--- src/rtl/command_register_bank.sv ---
`default_nettype none
// ============================================================================
// Module      : command_register_bank
// Description : Decodes a window of NUM_REGS command registers from the
//               16-bit command word stream. Values DATA_WIDTH wide are built
//               from 4-bit nibbles (most significant first) and committed
//               atomically. Each commit raises a per-register update strobe.
//               Registers flagged in PULSE_MASK return to their default one
//               cycle after a commit. An interrupted or stalled sequence
//               raises a one-cycle error strobe.
//
// Ports       : Clk          - system clock
//               reset_n      - asynchronous active-low reset
//               CommandEn    - CommandWord valid this cycle
//               CommandWord  - [15:4] address, [3:0] data nibble
//               RegOut       - committed values, slice i = register i
//               UpdatePulse  - one-cycle strobe per register on commit
//               CommandError - one-cycle strobe on abort / timeout / bad read
//               Busy         - a sequence is being collected
//               ReadbackData - (CMD_READBACK_EN) selected register value
//               ReadbackValid- (CMD_READBACK_EN) one-cycle readback strobe
//
// Options     : `define CMD_READBACK_EN adds the readback command at address
//               BASE_ADDRESS+NUM_REGS; the nibble selects the register.
//
// Revision    : 1.0 - initial release
// ============================================================================
module command_register_bank #(
    parameter int                             NUM_REGS       = 8,
    parameter logic [11:0]                    BASE_ADDRESS   = 12'hA00,
    parameter int                             DATA_WIDTH     = 16,
    parameter logic [NUM_REGS*DATA_WIDTH-1:0] DEFAULT_VALUES = '0,
    parameter logic [NUM_REGS-1:0]            PULSE_MASK     = '0,
    parameter int                             TIMEOUT_CYCLES = 1024
) (
    input  logic                           Clk,
    input  logic                           reset_n,
    input  logic                           CommandEn,
    input  logic [15:0]                    CommandWord,
    output logic [NUM_REGS*DATA_WIDTH-1:0] RegOut,
    output logic [NUM_REGS-1:0]            UpdatePulse,
    output logic                           CommandError,
`ifdef CMD_READBACK_EN
    output logic [DATA_WIDTH-1:0]          ReadbackData,
    output logic                           ReadbackValid,
`endif
    output logic                           Busy
);

    localparam int          c_nibbles   = DATA_WIDTH / 4;
    localparam int          c_tmr_w     = (TIMEOUT_CYCLES > 1) ? $clog2(TIMEOUT_CYCLES + 1) : 1;
    localparam logic [11:0] c_last_addr = BASE_ADDRESS + 12'(NUM_REGS - 1);

    localparam logic [0:0]  c_st_idle    = 1'b0;
    localparam logic [0:0]  c_st_collect = 1'b1;

    logic [0:0]            r_state;
    logic [0:0]            w_state_next;

    logic [11:0]           w_addr;
    logic [3:0]            w_nibble;
    logic [3:0]            w_idx;
    logic                  w_hit;

    logic [DATA_WIDTH-1:0] r_stage;
    logic [DATA_WIDTH-1:0] w_stage_shift;
    logic [3:0]            r_idx;
    logic [3:0]            r_count;
    logic                  w_last_nibble;
    logic [c_tmr_w-1:0]    r_timer;
    logic [c_tmr_w-1:0]    w_timer_next;
    logic                  w_expire;

    logic                  w_load_first;
    logic                  w_shift;
    logic                  w_commit;
    logic                  w_seq_err;
    logic                  w_tick;
    logic                  w_abandon;

    logic [DATA_WIDTH-1:0] r_regs [NUM_REGS];
    logic [NUM_REGS-1:0]   w_update_next;
    logic [NUM_REGS-1:0]   r_update;
    logic                  r_error;
    logic                  w_rb_err;

    assign w_addr   = CommandWord[15:4];
    assign w_nibble = CommandWord[3:0];
    assign w_hit    = CommandEn && (w_addr >= BASE_ADDRESS) && (w_addr <= c_last_addr);
    assign w_idx    = 4'(w_addr - BASE_ADDRESS);

    assign w_last_nibble = (r_count == 4'(c_nibbles - 1));
    assign w_timer_next  = r_timer + c_tmr_w'(1);
    // A zero TIMEOUT_CYCLES never expires; the idle counter may wrap harmlessly.
    assign w_expire      = (TIMEOUT_CYCLES != 0) && (w_timer_next == c_tmr_w'(TIMEOUT_CYCLES));

    // A 4-bit register has nothing to shift: the nibble is the whole value.
    generate
        if (DATA_WIDTH > 4) begin : g_shift_wide
            assign w_stage_shift = {r_stage[DATA_WIDTH-5:0], w_nibble};
        end else begin : g_shift_narrow
            assign w_stage_shift = w_nibble;
        end
    endgenerate

    // ---------------- FSM: state register ----------------
    always_ff @(posedge Clk or negedge reset_n) begin
        if (!reset_n) r_state <= c_st_idle;
        else          r_state <= w_state_next;
    end

    // ---------------- FSM: next state ----------------
    always_comb begin
        w_state_next = r_state;
        case (r_state)
            c_st_idle: begin
                if (w_hit && (c_nibbles > 1)) w_state_next = c_st_collect;
            end
            c_st_collect: begin
                if (w_hit) begin
                    if (w_idx == r_idx) begin
                        if (w_last_nibble) w_state_next = c_st_idle;
                    end else if (c_nibbles == 1) begin
                        w_state_next = c_st_idle;
                    end
                end else if (w_expire) begin
                    w_state_next = c_st_idle;
                end
            end
            default: w_state_next = c_st_idle;
        endcase
    end

    // ---------------- FSM: control outputs ----------------
    always_comb begin
        w_load_first = 1'b0;
        w_shift      = 1'b0;
        w_commit     = 1'b0;
        w_seq_err    = 1'b0;
        w_tick       = 1'b0;
        w_abandon    = 1'b0;
        case (r_state)
            c_st_idle: begin
                if (w_hit) begin
                    w_load_first = 1'b1;
                    w_commit     = (c_nibbles == 1);
                end
            end
            c_st_collect: begin
                if (w_hit) begin
                    if (w_idx == r_idx) begin
                        w_shift  = 1'b1;
                        w_commit = w_last_nibble;
                    end else begin
                        // Switching register mid-sequence: flag it, restart.
                        w_seq_err    = 1'b1;
                        w_load_first = 1'b1;
                        w_commit     = (c_nibbles == 1);
                    end
                end else if (w_expire) begin
                    w_seq_err = 1'b1;
                    w_abandon = 1'b1;
                end else begin
                    w_tick = 1'b1;
                end
            end
            default: ;
        endcase
    end

    // ---------------- staging / sequence bookkeeping ----------------
    always_ff @(posedge Clk or negedge reset_n) begin
        if (!reset_n) begin
            r_stage <= '0;
            r_idx   <= '0;
            r_count <= '0;
            r_timer <= '0;
        end else begin
            if (w_load_first) begin
                r_stage <= DATA_WIDTH'(w_nibble);
                r_idx   <= w_idx;
                r_count <= 4'd1;
                r_timer <= '0;
            end else if (w_shift) begin
                r_stage <= w_stage_shift;
                r_count <= r_count + 4'd1;
                r_timer <= '0;
            end else if (w_tick) begin
                r_timer <= w_timer_next;
            end
            if (w_commit || w_abandon) begin
                r_stage <= '0;
                r_count <= '0;
                r_timer <= '0;
            end
        end
    end

    // ---------------- register bank ----------------
    // Commits always carry the idx of the current word: a shift implies the
    // same idx, and a first nibble only commits when it is the whole value.
    always_comb begin
        w_update_next = '0;
        for (int i = 0; i < NUM_REGS; i++) begin
            w_update_next[i] = w_commit && (w_idx == 4'(i));
        end
    end

    always_ff @(posedge Clk or negedge reset_n) begin
        if (!reset_n) begin
            for (int i = 0; i < NUM_REGS; i++) begin
                r_regs[i] <= DEFAULT_VALUES[i*DATA_WIDTH +: DATA_WIDTH];
            end
            r_update <= '0;
            r_error  <= 1'b0;
        end else begin
            for (int i = 0; i < NUM_REGS; i++) begin
                // A fresh commit outranks the auto-clear of a pulse register.
                if (w_update_next[i])
                    r_regs[i] <= w_stage_shift;
                else if (PULSE_MASK[i] && r_update[i])
                    r_regs[i] <= DEFAULT_VALUES[i*DATA_WIDTH +: DATA_WIDTH];
            end
            r_update <= w_update_next;
            r_error  <= w_seq_err || w_rb_err;
        end
    end

    generate
        for (genvar gi = 0; gi < NUM_REGS; gi++) begin : g_regout
            assign RegOut[gi*DATA_WIDTH +: DATA_WIDTH] = r_regs[gi];
        end
    endgenerate

    assign UpdatePulse  = r_update;
    assign CommandError = r_error;
    assign Busy         = (r_state == c_st_collect);

    // ---------------- optional readback ----------------
`ifdef CMD_READBACK_EN
    localparam logic [11:0] c_rb_addr = BASE_ADDRESS + 12'(NUM_REGS);

    logic                  w_rb_cmd;
    logic                  w_rb_ok;
    logic [DATA_WIDTH-1:0] w_rb_sel;
    logic [DATA_WIDTH-1:0] r_rb_data;
    logic                  r_rb_valid;

    // The readback address is outside the hit window, so the collector sees
    // it as an idle cycle and its timeout keeps running.
    assign w_rb_cmd = CommandEn && (w_addr == c_rb_addr);
    assign w_rb_ok  = (w_nibble < 4'(NUM_REGS));
    assign w_rb_err = w_rb_cmd && !w_rb_ok;

    always_comb begin
        w_rb_sel = '0;
        for (int i = 0; i < NUM_REGS; i++) begin
            if (w_nibble == 4'(i)) w_rb_sel = r_regs[i];
        end
    end

    always_ff @(posedge Clk or negedge reset_n) begin
        if (!reset_n) begin
            r_rb_data  <= '0;
            r_rb_valid <= 1'b0;
        end else begin
            r_rb_valid <= w_rb_cmd && w_rb_ok;
            if (w_rb_cmd && w_rb_ok) r_rb_data <= w_rb_sel;
        end
    end

    assign ReadbackData  = r_rb_data;
    assign ReadbackValid = r_rb_valid;
`else
    assign w_rb_err = 1'b0;
`endif

endmodule
`default_nettype wire

--- config.mk ---
export PLATFORM = sky130hd
export DESIGN_NAME = command_register_bank
export DESIGN_NICKNAME = d
export VERILOG_FILES = /design/src/rtl/command_register_bank.sv
export SDC_FILE = /design/constraint.sdc
export NUM_CORES = 1
export LEC_CHECK = 0
export BUFFER_PORTS_ARGS = -buffer_cell sky130_fd_sc_hd__buf_2
export CAP_MARGIN = 20
export CORE_UTILIZATION = 55
export DETAILED_ROUTE_END_ITERATION = 10
export PLACE_DENSITY = 0.9
export SKIP_LAST_GASP = 1
export SLEW_MARGIN = 20
export SYNTH_ARGS = -nofsm -noshare
export SYNTH_HDL_FRONTEND = slang
export SYNTH_SLANG_ARGS = --single-unit
--- constraint.sdc ---
create_clock -name Clk -period 6 [get_ports Clk]
set_clock_uncertainty 0.15 [all_clocks]
set_input_delay 0.9 -clock Clk [delete_from_list [all_inputs] [get_ports Clk]]
set_output_delay 0.9 -clock Clk [all_outputs]
set_load 0.05 [all_outputs]
Yosys cells after proc, flatten, opt, wreduce, memory -nomap -nowiden:

Index checks and enable logic that the tools add are counted.

* logic and storage cells: 77
* input bits: 19
* register bits after elaboration: 169
* output and inout port bits: 138

* bitwise operators: 1
* add/subtract/negate cells: 3
* reductions and logical operators: 14
* mux-type cells: 32
* equal/unequal tests: 10
* order comparisons: 2

Operator list (number)
* $mux W11: 4
* $mux W12: 3
* $mux W1: 19
* $eq A4 B3 Y1 const B: 4
* $eq A4 B2 Y1 const B: 3
* $ge A12 B12 Y1 const B: 1
* $le A12 B12 Y1 const B: 1
* $mux W4: 3
* $add A11 B1 Y11 const B: 1
* $eq A11 B11 Y1 const B: 1
* $logic_and A1 B1 Y1: 10
* $pmux W1 S2: 3
* $add A4 B1 Y4 const B: 1
* $eq A4 B1 Y1 const B: 1
* $eq A4 B4 Y1: 1
* $logic_not A4 Y1: 1
* $reduce_bool A4 Y1: 1
* $sub A4 B1 Y4 const B: 1
* $reduce_bool A3 Y1: 1
* $logic_or A1 B1 Y1: 1
* $not A1 Y1: 1

Logic depth before layout (Yosys ltp):

Gate-level depths: netlist of run 1.

* depth in word-level cells: 9
* mapped depth: 9
* gate-level depth less buffers: 7

Least setup slack after synthesis of run 1:

No wires, ideal clock.

* kind: input to register
* start: input CommandWord[5]
* end: register r_regs, in the netlist RegOut[117]
* buffers on the path: 3
* data arrival time: 2.728 ns
* stages: 9
* path slack: 2.997 ns
* library setup time: 0.125 ns
* required time: 5.725 ns
* path through: buf_6 > xor2_1 > nor4_2 > and2_4 > and4_4 > and2b_1 > buf_6 > buf_6 > mux2_2

* word-level cells in the longest chain between the ends: 6
* elaborated cells on any way between the ends: 11
* those cells by class: 1 x add/sub; 2 x order compare; 2 x eq/ne; 3 x mux; 3 x reduce/logical

Ends and longest elaborated chain
* from (decl): RTL line 39 `input logic [15:0] CommandWord,`
* $sub A4 B1 Y4 or $ge A12 B12 Y1 (tied branches): RTL line 90, 89
* $eq A4 B4 Y1 or $logic_and A1 B1 Y1 (tied branches): RTL line 151, 89
* $mux W1 or $logic_and A1 B1 Y1 (tied branches): RTL line 151, 89
* $mux W1: RTL line 150 `if (w_hit) begin`
* $pmux W1 S2: RTL line 142 `case (r_state)`
* $logic_and A1 B1 Y1 (*): RTL line 205 `w_update_next[i] = w_commit && (w_idx == 4'(i));`
* to (signal, indexed assignment): RTL line 212 `r_regs[i] <= DEFAULT_VALUES[i*DATA_WIDTH +: DATA_WIDTH];`
* to (signal, indexed assignment): RTL line 220 `r_regs[i] <= w_stage_shift;`
* to (signal, indexed assignment): RTL line 222 `r_regs[i] <= DEFAULT_VALUES[i*DATA_WIDTH +: DATA_WIDTH];`
* to (decl): RTL line 81 `logic [DATA_WIDTH-1:0] r_regs [NUM_REGS];`

Every way passes the cells marked *; elsewhere a longest branch is shown, timed or not.
A chain may end at the register's enable or synchronous reset.

Worst setup path in the final report of run 1:

* start: input CommandWord[8]
* end: register r_regs, in the netlist RegOut[76]

* word-level cells in the longest chain between the ends: 6
* elaborated cells on any way between the ends: 7
* those cells by class: 2 x order compare; 2 x mux; 3 x reduce/logical

Ends and longest elaborated chain
* $ge A12 B12 Y1: RTL line 89 `assign w_hit = CommandEn && (w_addr >= BASE_ADDRESS) && (w_addr <= c_last_addr);`
* $logic_and A1 B1 Y1: RTL line 89
* $logic_and A1 B1 Y1 (*): RTL line 89
* $mux W1 (*): RTL line 150
* $pmux W1 S2 (*): RTL line 142
* $logic_and A1 B1 Y1 (*): RTL line 205

Marked as above.

==> flow_metrics.env, run 1 <==
export IMPL_synth_compound_area_share_pct=3.52
export IMPL_antenna_cells=0
export IMPL_drive_gt1_share_pct=49.5
export IMPL_busiest_layer="met2"
export IMPL_synthFlopType="dfrtp_1"
export IMPL_met1_usage_pct=32.9
export IMPL_clk_pin_slew_ns=0.06
export IMPL_post_drt_wl_per_cell_um=19.5
export IMPL_end_kind="flop"
export IMPL_fin_crit_ns=3.27
export IMPL_final_common_cell="dfrtp_1"
export IMPL_rows=40
export IMPL_cts_hold_buf=0
export IMPL_die_w_um=115
export IMPL_grt_max_degree=122
export IMPL_layout_cells_non_filler=827
export IMPL_synthesis_area_sq_um=6970
export IMPL_slowest_delay_ns=0.59
export IMPL_ys_seq_area_share_pct=60.7
export IMPL_postSynthCellCount=501
export IMPL_grt_usage_pct=26.0
export IMPL_yosysWarnings=0
export IMPL_drcViolationCount=0
export IMPL_relSlewSlack_pct=24.9
export IMPL_clock_fmax_ghz=0.305
export IMPL_ys_types=49
export IMPL_cts_buffers=17
export IMPL_maxSlewViolCount=0
export IMPL_cts_tree="yes"
export IMPL_fin_tns_setup_ns=0
export IMPL_grt_overflow=0
export IMPL_drt_iter0_markers=326
export IMPL_final_area_sq_um=8370
export IMPL_leakage_nw=4.62
export IMPL_synth_xor_area_share_pct=1.51
export IMPL_firstDrtPassIters=5
export IMPL_synth_top_family_by_area="multiplexers"
export IMPL_grt_pass1_wl_mm=25.5
export IMPL_finalHoldViolations=0
export IMPL_core_sq_um=12200
export IMPL_worst_slew_pin_slew_ns=1.13
export IMPL_cts_resized_gates=0
export IMPL_synth_seq_cells=169
export IMPL_grt_pass1_vias=4827
export IMPL_syn2layout_area_growth_pct=20.1
export IMPL_met3_usage_pct=7.62
export IMPL_synth_async_reset_ratio_pct=100
export IMPL_antenna_found_initial=0
export IMPL_dr_total_vias=4625
export IMPL_io_buffers=156
export IMPL_drt_wl_total_mm=16.1
export IMPL_die_area_sq_um=13100
export IMPL_synthMuxAreaShare_pct=22.1
export IMPL_cts_setup_buffers=0
export IMPL_cts_max_path_buffers=2
export IMPL_cap_violations=0
export IMPL_startpoint_type="input port"
export IMPL_peakVddDrop_uv=201
export IMPL_finalSetupViolations=0
export IMPL_synthSimpleGateAreaFrac_pct=8.55
export IMPL_cts_root_buf="clkbuf_16"
export IMPL_rsz0062_at_grt="no"
export IMPL_fp_dieH_um=115
export IMPL_clock_sinks=169
export IMPL_crit_chain="buf_2 -> nor4b_1 -> and4_1 -> buf_4 -> and4_4 -> nand2b_1 -> mux2_4"
export IMPL_htree_levels=4
export IMPL_syn_num_nets=523
export IMPL_fin_nets=671
export IMPL_status="completed"
export IMPL_post_route_period_util_pct=54.6
export IMPL_place_area_sq_um=7770
export IMPL_clk_latency_ns=0.42
export IMPL_critical_path_class="input port to flop"
export IMPL_cp_arrival_ns=3.42
export IMPL_pin_count=157
export IMPL_critPathRequiredTime_ns=6.15
export IMPL_vias_per_cell=5.59
export IMPL_ant_nets=0
export IMPL_cpMaxStageDelayCell="nand2b_1"
export IMPL_met2_usage_pct=43.0
export IMPL_dp_hpwl_mm=11.0
export IMPL_synthAdderAreaFrac_pct=0.539
export IMPL_initial_core_util_pct=57.3
export IMPL_worstPathMaxFanout=31
export IMPL_mostFrequentLayoutCells="dfrtp_1, buf_2, mux2_2"
export IMPL_synth_edf_count=0
export IMPL_syn_area_per_cell_sq_um=13.9
export IMPL_hold_ws_ns=0.351
export IMPL_dp_cells=798
export IMPL_hp_class="flop to flop"
export IMPL_routabilityCongestion=0.884
export IMPL_power_density_nw_per_um2=284
## cell usage after synthesis (4+ instances only)
cell type / n / area (sq um)
buf_6: 6 / 67.6
dfrtp_1: 169 / 4230
nor2_1: 24 / 90.1
mux2_2: 109 / 1230
nand3_1: 14 / 70.1
a22o_1: 4 / 35.0
o21ai_0: 5 / 25.0
and3_1: 4 / 25.0
nor2_2: 4 / 25.0
nand2_1: 41 / 154
clkbuf_1: 13 / 48.8
xor2_1: 9 / 78.8
buf_4: 4 / 30.0
nor2b_1: 4 / 25.0
mux2_4: 20 / 300
a21oi_1: 20 / 100
## sequential cells by signal, indices dropped and copies added, names as in the netlist
signal / flops
RegOut: 128
CommandError: 1
r_count: 4
Busy: 1
r_stage: 12
r_timer: 11
r_idx: 4
UpdatePulse: 8
## through the flow
step | worst slack [ns] | utilization, % | power [mW]
after global routing | 2.57 | 68.8 | 2.45
after global placement | 2.42 | 63.9 | 1.29
after detailed placement | 2.33 | 63.9 | 1.30
after floorplan | 3.00 | - | 1.25
final | 2.73 | 68.8 | 2.37
after CTS | 2.76 | 68.8 | 2.39
## power breakdown
group	internal [mW]	switching, mW
registers	1.16	0.0274
clock network	0.679	0.414
logic	0.0341	0.0618
total	1.87	0.503
## routing by layer
layer	share of wire (%)	routed length, um
met5	0	0
met4	1.6	253
met3	7.2	1160
met2	50	8080
met1	41	6650
## worst max-delay path, delay by kind of cell
| family | cells | cell delay (ns) |
|---|---|---|
| simple gates | 4 | 1.57 |
| mux | 1 | 0.53 |
| buf+inv | 2 | 0.40 |
## cell type report
cell class	count	area (sq um)
Inverter	3	11.3
Clock buffer	21	470
Timing Repair Buffer	158	805
Multi-Input combinational cell	300	2520
Sequential cell	169	4230
Tap cell	168	210
Fill cell	845	3790
Clock inverter	8	121
## final timing paths
path	end	cells after the start	start	slack [ns]
min	RegOut[46]	1	RegOut[46]	0.35
max reg2reg	RegOut[76]	6	r_idx[1]	3.02
max in group asynchronous	RegOut[59]	2	reset_n	4.01
max	RegOut[76]	7	CommandWord[8]	2.73
min reg2reg	RegOut[46]	1	RegOut[46]	0.35
min in group asynchronous	RegOut[77]	1	reset_n	0.44
## logic make-up (layout without fill, tap and decap cells)
logic type / Yosys count / in the layout
AOI/OAI and AO/OA: 39 / 39
xor gates and xnor gates: 12 / 12
adders and majority gates: 3 / 3
buffers and inverters: 32 / 190
DFF: 169 / 169
muxes: 130 / 130
and+or+nand+nor: 116 / 116
No activity file was read; power rests on OpenSTA's default activity.
==> inputs of run 2 (changes only) <==
--- a/config.mk
+++ b/config.mk
@@ -5,11 +5,12 @@
 export SDC_FILE = /design/constraint.sdc
 export NUM_CORES = 1
 export LEC_CHECK = 0
+export ABC_AREA = 1
 export BUFFER_PORTS_ARGS = -buffer_cell sky130_fd_sc_hd__buf_2
 export CAP_MARGIN = 20
-export CORE_UTILIZATION = 55
+export CORE_UTILIZATION = 54
 export DETAILED_ROUTE_END_ITERATION = 10
-export PLACE_DENSITY = 0.9
+export PLACE_DENSITY = 0.89
 export SKIP_LAST_GASP = 1
 export SLEW_MARGIN = 20
 export SYNTH_ARGS = -nofsm -noshare
==> constraint.sdc (replaced) <==
create_clock -name Clk -period 3.1 [get_ports Clk]
set_clock_uncertainty 0.15 [all_clocks]
set_input_delay 0.465 -clock Clk [delete_from_list [all_inputs] [get_ports Clk]]
set_output_delay 0.465 -clock Clk [all_outputs]
set_load 0.05 [all_outputs]
==> run 2 against run 1 <==
- area after synthesis down 0.59%
- hold slack worse by 0.21 ns
- synthesized cell count up 38%
- clock power up 96%
- total power up 98%
- final cell count up 24%
- sequential power up 94%
- via count up 21%
- die area up 1.2%
- highest routed layer unchanged
- sequential cell count unchanged
- largest cell class unchanged
==> flow_metrics.env, run 2 <==
export IMPL_status="completed"
export IMPL_synth_compound_area_share_pct=13.3
export IMPL_grt_pass1_wl_mm=28.1
export IMPL_ff2ff_path_depth=10
export IMPL_synth_seq_cells=169
export IMPL_post_drt_wl_per_cell_um=17.8
export IMPL_synth_commonest_cells="nand2_1, dfrtp_1, o21ai_1"
export IMPL_grt_max_degree=67
export IMPL_startpoint_type="flop"
export IMPL_r2r_slack_ns=0.77
export IMPL_fin_nets=866
export IMPL_power_frac_comb_pct=5.4
export IMPL_mostFrequentLayoutCells="nand2_1, dfrtp_1, buf_2"
export IMPL_leakage_nw=4.34
export IMPL_synth_top_family_by_area="simple AND/OR/NAND/NOR gates"
export IMPL_pwr_share_clk_pct=45.6
export IMPL_synthFlopType="dfrtp_1"
export IMPL_pin_count=157
export IMPL_drive_gt1_share_pct=27.5
export IMPL_switching_share_pct=24.0
export IMPL_worstPathMaxFanout=9
export IMPL_cap_violations=0
export IMPL_yosysTopAreaCellShare_pct=61.1
export IMPL_maxSlewViolCount=0
export IMPL_p_int_mw=3.56
export IMPL_synth_async_reset_ratio_pct=100
export IMPL_grt_usage_pct=29.1
export IMPL_cts_hold_buf=1
export IMPL_rsz0062_at_grt="no"
export IMPL_cts_resized_gates=0
export IMPL_synthMuxAreaShare_pct=0
export IMPL_finalHoldViolations=0
export IMPL_htree_levels=4
export IMPL_cts_tree="yes"
export IMPL_worst_slew_pin_slew_ns=0.676
export IMPL_firstDrtPassIters=6
export IMPL_fin_tns_setup_ns=0
export IMPL_ys_types=26
export IMPL_syn2layout_area_growth_pct=19.9
export IMPL_routabilityCongestion=0.862
export IMPL_antenna_found_initial=1
export IMPL_peakVddDrop_uv=397
export IMPL_yosysWarnings=0
export IMPL_clock_fmax_ghz=0.428
export IMPL_drcViolationCount=0
export IMPL_postSynthCellCount=690
export IMPL_cts_buffers=17
export IMPL_total_power_mw=4.69
export IMPL_fillers=887
export IMPL_power_density_nw_per_um2=565
export IMPL_io_buffers=156
export IMPL_ys_top_cells_by_area="dfrtp_1, nand2_1, o21ai_1, buf_6, o21ai_2"
export IMPL_cp_arrival_ns=2.47
export IMPL_ant_nets=0
export IMPL_post_route_period_util_pct=75.3
export IMPL_fin_crit_ns=2.33
export IMPL_synth_largest_area_cell="dfrtp_1"
export IMPL_final_seq_area_sq_um=4230
export IMPL_critical_path_class="flop to flop"
export IMPL_relSlewSlack_pct=54.7
export IMPL_fp_dieH_um=115
export IMPL_grt_overflow=0
export IMPL_cts_root_buf="clkbuf_16"
export IMPL_synth_most_common_cell="nand2_1"
export IMPL_hp_class="input port to flop"
export IMPL_syn_num_nets=712
export IMPL_synthAdderAreaFrac_pct=0.542
export IMPL_final_common_cell="nand2_1"
export IMPL_largest_reg_flops=128
export IMPL_synthSimpleGateAreaFrac_pct=16.9
export IMPL_rows=40
export IMPL_synth_xor_area_share_pct=0.885
export IMPL_clk_pin_slew_ns=0.06
export IMPL_ys_seq_area_share_pct=61.1
export IMPL_drt_wl_total_mm=18.2
export IMPL_die_area_sq_um=13300
export IMPL_synth_edf_count=0
export IMPL_die_w_um=115
export IMPL_grt_pass1_vias=5203
export IMPL_critPathRequiredTime_ns=3.24
export IMPL_syn_area_per_cell_sq_um=10.0
export IMPL_end_kind="flop"
export IMPL_hold_path_depth=3
export IMPL_core_sq_um=12300
export IMPL_finalSetupViolations=0
export IMPL_clk_latency_ns=0.43
export IMPL_synthesis_area_sq_um=6920
export IMPL_clock_sinks=169
export IMPL_dp_hpwl_mm=11.5
export IMPL_p_sw_mw=1.13
export IMPL_cts_setup_buffers=0
export IMPL_pwr_share_seq_pct=48.9
export IMPL_dr_total_vias=5582
export IMPL_vias_per_cell=5.45
export IMPL_multi_input_area_sq_um=2190
export IMPL_cts_max_path_buffers=2
export IMPL_initial_core_util_pct=56.5
export IMPL_drt_iter0_markers=713
[run 2: logic make-up (layout without fill, tap and decap cells)]
kind of cell,after synthesis,in the layout
other,0,1
adders and majority gates,3,3
DFF,169,169
AOI/OAI and AO/OA,161,161
and+or+nand+nor,264,264
buffers and inverters,86,252
xor gates and xnor gates,7,7
[run 2: layout make-up]
cell class | count | area share, %
inverter | 59 | 2.76
clock inverter | 12 | 1.73
timing repair buffer | 162 | 10.2
clock buffer | 19 | 5.46
tap | 168 | 2.53
multi-input combinational | 435 | 26.4
antenna | 1 | 0.0301
sequential | 169 | 50.9
[run 2: routing by layer]
metal  vias up  GRT usage, %  wire, um
met4         0          18.0       967
met5         -             0         0
met1      2635          36.2      7140
li1       2556             -         -
met2       322          47.1      8650
met3        69          6.01      1450
[run 2: worst paths after layout]
| kind | startpoint | end |
|---|---|---|
| min in group asynchronous | reset_n | RegOut[64] |
| hold / removal | CommandWord[2] | r_stage[2] |
| max in group asynchronous | reset_n | RegOut[9] |
| hold reg to reg | RegOut[108] | RegOut[108] |
| setup / recovery | r_timer[0] | r_stage[4] |
| setup reg to reg | r_timer[0] | r_stage[4] |
[run 2: worst max-delay path, cell delays in order (launching register included)]
cell and delay [ns]:
dfrtp_1 0.40, ha_1 0.20, nand3_1 0.14, nor2_1 0.30, nand3_1 0.11, nand2_1 0.10, nand3_1 0.10, nor2_1 0.10
nand4_1 0.10, o21ai_1 0.39, nor2_1 0.10
[run 2: through the flow]
| stage | cell area (sq um) | worst slack, ns | hold slack (ns) | utilization [%] | std cells |
|---|---|---|---|---|---|
| 2_1_floorplan | 6920 | 1.03 | 0.0194 | - | 690 |
| 3_3_place_gp | 7690 | 0.733 | 0.179 | 62.7 | 992 |
| 3_5_place_dp | 7690 | 0.670 | 0.177 | 62.7 | 992 |
| 4_1_cts | 8300 | 0.786 | 0.140 | 67.7 | 1024 |
| 5_1_grt | 8300 | 0.448 | 0.147 | 67.7 | 1025 |
| 6_report | 8300 | 0.766 | 0.143 | 67.7 | 1025 |
[run 2: power groups by stage]
| stage | clock, mW | sequential [mW] | combinational, mW |
|---|---|---|---|
| 6_report | 2.14 | 2.29 | 0.255 |
| 5_1_grt | 2.24 | 2.30 | 0.295 |
| 4_1_cts | 2.14 | 2.29 | 0.260 |
| 3_5_place_dp | 0 | 2.33 | 0.257 |
| 3_3_place_gp | 0 | 2.33 | 0.246 |
| 2_1_floorplan | 0 | 2.32 | 0.146 |
